File: config.mk
export PLATFORM = sky130hd
export DESIGN_NAME = mem_stage
export DESIGN_NICKNAME = d
export VERILOG_FILES = /design/src/rtl/mem_stage.sv
export SDC_FILE = /design/constraint.sdc
export NUM_CORES = 1
export LEC_CHECK = 0
export ABC_AREA = 1
export BUFFER_PORTS_ARGS = -buffer_cell sky130_fd_sc_hd__buf_2
export CAP_MARGIN = 20
export CELL_PAD_IN_SITES_DETAIL_PLACEMENT = 2
export CELL_PAD_IN_SITES_GLOBAL_PLACEMENT = 2
export CORE_MARGIN = 5
export CORE_UTILIZATION = 17
export CTS_CLUSTER_DIAMETER = 100
export DETAILED_ROUTE_END_ITERATION = 8
export PLACE_DENSITY = 0.86
export SYNTH_ARGS = -nofsm -noshare
export SYNTH_HDL_FRONTEND = slang
export SYNTH_SLANG_ARGS = --single-unit
export TNS_END_PERCENT = 50
File: constraint.sdc
create_clock -name clk -period 1 [get_ports clk]
set_input_delay 0 -clock clk [delete_from_list [all_inputs] [get_ports clk]]
set_output_delay 0 -clock clk [all_outputs]
set_load 0.1 [all_outputs]
File: src/rtl/mem_stage.sv
// mem_stage: pipeline memory stage with a data-memory handshake, a timeout abort and a registered writeback.
package mem_stage_pkg;
  typedef struct packed {
    logic [31:0] alu_result;
    logic [31:0] write_data;
    logic        mem_write;
    logic        mem_read;
    logic        reg_write;
    logic [4:0]  rd;
  } ex_to_mem_s;
endpackage

module mem_stage
  import mem_stage_pkg::*;
#(
  parameter int TIMEOUT = 15
) (
  input  logic        clk,
  input  logic        rst_n,
  input  ex_to_mem_s  ex_to_mem,
  output logic        dm_req,
  output logic        dm_we,
  output logic [31:0] dm_addr,
  output logic [31:0] dm_wdata,
  input  logic [31:0] dm_rdata,
  input  logic        dm_ack,
  output logic        stall_mem,
  output logic [31:0] bp_mem,
  output logic        wb_reg_write,
  output logic [4:0]  wb_rd,
  output logic [31:0] wb_data,
  output logic        misalign_err,
  output logic        bus_err
);
  typedef enum logic {IDLE, WAIT} state_t;
  state_t     state;
  logic [3:0] cnt;
  logic       is_mem, access, done, abort, load;
  // Request, stall and abort decode; ex_to_mem is held while stalled, so access stays valid in WAIT.
  always_comb begin
    is_mem    = ex_to_mem.mem_read | ex_to_mem.mem_write;
    access    = is_mem & (ex_to_mem.alu_result[1:0] == 2'b00);
    load      = ex_to_mem.mem_read & ~ex_to_mem.mem_write;
    dm_req    = rst_n & ((state == WAIT) | access);
    done      = dm_req & dm_ack;
    abort     = rst_n & (state == WAIT) & ~dm_ack & (cnt == 4'(TIMEOUT));
    stall_mem = dm_req & ~dm_ack & ~abort;
    dm_we     = ex_to_mem.mem_write;
    dm_addr   = ex_to_mem.alu_result;
    dm_wdata  = ex_to_mem.write_data;
    bp_mem    = ex_to_mem.alu_result;
  end
  // FSM, wait counter, writeback register and sticky error flags.
  always_ff @(posedge clk) begin
    if (!rst_n) begin
      state        <= IDLE;
      cnt          <= 4'd0;
      wb_reg_write <= 1'b0;
      wb_rd        <= 5'd0;
      wb_data      <= 32'd0;
      misalign_err <= 1'b0;
      bus_err      <= 1'b0;
    end else begin
      state        <= stall_mem ? WAIT : IDLE;
      cnt          <= stall_mem ? cnt + 4'd1 : 4'd0;
      wb_reg_write <= ex_to_mem.reg_write & (done | ~is_mem);
      if (done | ~is_mem) begin
        wb_rd   <= ex_to_mem.rd;
        wb_data <= (done & load) ? dm_rdata : ex_to_mem.alu_result;
      end
      misalign_err <= misalign_err | (is_mem & ~access);
      bus_err      <= bus_err | abort;
    end
  end
endmodule

# After elaboration in Yosys (flattened, before gate mapping)

Cells that the tools add are included.

Flip-flop bits (word level): 45
Output and inout bits: 139
Word-level logic and storage cells: 35

$add $sub $neg: 1
Equal/unequal tests: 1
Mux-type cells: 2
Bitwise logic cells: 22
Reduce and logical (&&, ||, !) cells: 2

Operators by type and width:

| operator                                                       | count |
|---|---|
| 32-bit 2-to-1 mux                                              | 1 |
| 1-bit AND                                                      | 12 |
| 1-bit inverter                                                 | 5 |
| 1-bit bitwise OR                                               | 5 |
| 4-bit by 1-bit adder with 4-bit output (second input constant) | 1 |
| 4-bit equality test (second input constant)                    | 1 |
| 2-bit zero test                                                | 1 |
| 2-bit AND reduction                                            | 1 |
| 1-bit 2-to-1 mux                                               | 1 |

# Depth between registers and ports, before layout

Depth in word-level cells: 7
Depth in mapped cells: 11

# Least setup slack after synthesis

No wires, ideal clock.

Kind: flip-flop to output port
Start: register cnt[0]
End: output port stall_mem
Arrival time: 1.465 ns
Required time: 1.000 ns
Path slack: -0.465 ns
Cell stages (with the launch flop): 7
Buffers on the path: 0
Cells stage by stage: dfxtp_1 > ha_1 > nand2_1 > nor2_1 > nand3_1 > nand3_1 > inv_1

Longest elaborated chain between the ends: 4

RTL lines:

| item                   | line | source |
|---|---|---|
| start, declared        | 37   | `logic [3:0] cnt;` |
| start signal, assigned | 65   | `cnt <= stall_mem ? cnt + 4'd1 : 4'd0;` |
| 4-bit equality test    | 46   | `abort = rst_n & (state == WAIT) & ~dm_ack & (cnt == 4'(TIMEOUT));` |
| 1-bit AND              | 46   |  |
| 1-bit inverter         | 47   | `stall_mem = dm_req & ~dm_ack & ~abort;` |
| 1-bit AND              | 47   |  |
| end, declared          | 27   | `output logic stall_mem,` |

No other way between the ends.

# Final worst setup path

Start: register cnt[1]
End: output port stall_mem

The elaborated chain is that of the path after synthesis.

==> metrics.csv <==
metric,value,unit
status,finished with violations,
violations,negative setup slack,
placed_cell_area,0.004529,mm2
critPathLaunchType,flip-flop,
fin_worst_skew,9.591,ps
syn_area,0.003207,mm2
worstSetupPathType,flip-flop to output port,
htreeDepth,2,
grt_first_pass_wirelength,21.32,mm
dieArea,0.02171,mm2
p_total,7.549,mW
clockBufferDepth,2,
post-route-period-util,1.452,
chipHeight,147.3,um
crit_start,cnt[1],
clk_pin_slew_worst_paths,80,ps
fmax,0.6889,GHz
final_cell_mix,"138 x buf_2, 109 x nand2_1, 84 x inv_1",
drt-wirelength-per-cell,16.89,um
synth_area_leader_cell,dfxtp_1,
gp_congestion,0.7013,
r2r-start,state,
cp_data_arrival_time,1450,ps
fill_cells,2177,
dp_hpwl,10.73,mm
row_count,50,
cts_made_buffers,5,
synth.top_cell.area_share,0.2809,
hold_depth,0,
synth_cell_types,19,
endpoint_kind,output port,
async_reset_ff_frac,0,
netlist_instances,506,
viasPerCell,4.067,
holdCritStartpoint,ex_to_mem[11],
yosysWarnings,0,
antenna_found_initial,0,
crit_path_max_fanout,2,
routed_wl,14.44,mm
synth_seq_area_share,0.2809,
slew_viol_final,0,
cts_sinks,45,
drc,0,
drv_cap,0,
clkLatencyLatePin,300,ps
area_delta_synth_final,59.11,%
worst_ep_required_time,1000,ps
leakage,2.758,nW
timing.rr.end,wb_data[24],
synth.area.top_cells,"dfxtp_1 28%, buf_4 23%, nand2_1 14%",
ys.flop_type,dfxtp_1,
r2r_cells,10,
final.min_clock_period,1452,ps
diodes,0,
grt_pass1_vias,3797,
syn_area_per_cell,6.338,um2
rrSetupSlack,-410,ps
cts-root-buf,clkbuf_16,
core_area,0.01864,mm2
setup_viol,46,
slew_headroom,0.6666,
worst_pin_slew,503.6,ps
holdPathEnd,dm_wdata[3],
layout.nets,728,
overflow,0,
final_area,0.005102,mm2
drtIter0Drc,99,
fp.dieW,147.3,um
via_count,3477,
initial_utilization,0.1720,
drive_gt1_frac,0.4879,
syn_nets,614,
ios,246,
power_density,1480,mW/mm2
grt_max_degree,31,
firstDrtPassIters,4,
rsz0062_at_grt,true,
synth_enable_flop_cells,0,
layout_commonest_cell,buf_2,
synth_seq_cells,45,
fin_ws,-451.5,ps
gr-usage-all-layers,0.1255,
tritoncts,yes,
hold_violations,0,
detail-route-antenna-nets,0,
irDropWorstVdd,0.6976,mV
io_buffers,181,
hp-class,input pin to output port,
[synth_stat cells (3+ instances only)]
cell / count
buf_1: 4
buf_2: 13
buf_4: 97
clkbuf_1: 9
clkinv_1: 12
dfxtp_1: 45
inv_1: 86
inv_2: 3
nand2_1: 121
nand3_1: 65
nand4_1: 32
nor2_1: 10
[logic make-up (layout without fill, tap and decap cells)]
group,after synthesis,in the layout,synth area share
AO/OA/AOI/OAI,2,2,0.003121
XOR/XNOR,1,1,0.002732
adder cells (fa/ha/maj),1,1,0.003901
buffers and inverters,224,339,0.3808
flip-flops,45,45,0.2809
AND/OR/NAND/NOR,233,233,0.3285
[repair_timing]
item	in CTS	in global routing
hold buffers	6	0
buffers inserted	9	2
pin swaps	12	5
endpoints found under the hold margin	6	0
gates cloned	2	1
endpoints found under the setup margin	46	46
resized for setup	34	18
[flip-flops by register name (all words and copies together), names as in the netlist]
| name | count |
|---|---|
| bus_err | 1 |
| state | 1 |
| wb_data | 32 |
| wb_reg_write | 1 |
| wb_rd | 5 |
| misalign_err | 1 |
| cnt | 4 |
[report_power, final]
part	total (mW)	switching, mW	internal (mW)	leakage [nW]
logic	3.66	2.65	1.01	2.30
registers	2.08	0.139	1.94	0.383
clock network	1.82	0.850	0.966	0.0767
total	7.55	3.63	3.92	2.76
[worst max-delay path by stage]
stage,end,slack (ps)
2_1_floorplan,stall_mem,-240
3_3_place_gp,wb_data[2],-300
3_5_place_dp,wb_data[31],-470
4_1_cts,stall_mem,-460
5_1_grt,stall_mem,-520
6_report,stall_mem,-450
[metal layers]
metal	GRT usage	vias up	wire length (um)	share of wire
li1	-	1671	-	-
met1	0.1359	1695	5458	0.38
met2	0.2422	100	7980	0.55
met3	0.03146	11	807	0.056
met4	0.03122	0	197	0.014
met5	0	-	0	0
[final cells by class]
class | count | area, um2 | share of cell area
Multi-Input combinational cell | 237 | 1256 | 0.2462
Timing Repair Buffer | 230 | 2064 | 0.4046
Tap cell | 234 | 292.8 | 0.05738
Inverter | 101 | 387.9 | 0.07602
Clock buffer | 5 | 125.1 | 0.02452
Sequential cell | 45 | 947.2 | 0.1856
Clock inverter | 3 | 28.78 | 0.005640
[stage by stage]
stage | hold slack, ps | setup slack (ps) | util | TNS (ps) | instances
final | 0.02792 | -451.5 | 0.2737 | -15680 | 855
after global routing | 0.1428 | -515.0 | 0.2737 | -19750 | 855
after CTS | 0.6813 | -462.1 | 0.2684 | -14480 | 852
after detailed placement | 0.6813 | -473.1 | 0.2430 | -14740 | 827
after global placement | 0.6813 | -301.8 | 0.2430 | -10750 | 827
after floorplan | 103.1 | -244.1 | - | -4831 | 506
[worst max-delay path, stage by stage (launching register included)]
cell and delay, ps:
dfxtp_4 380, ha_4 160, nand2_4 50, nor2_4 90, nand3_2 100, nand3_4 100
clkinvlp_4 100, buf_12 170
(Power assumes the default switching activity.)
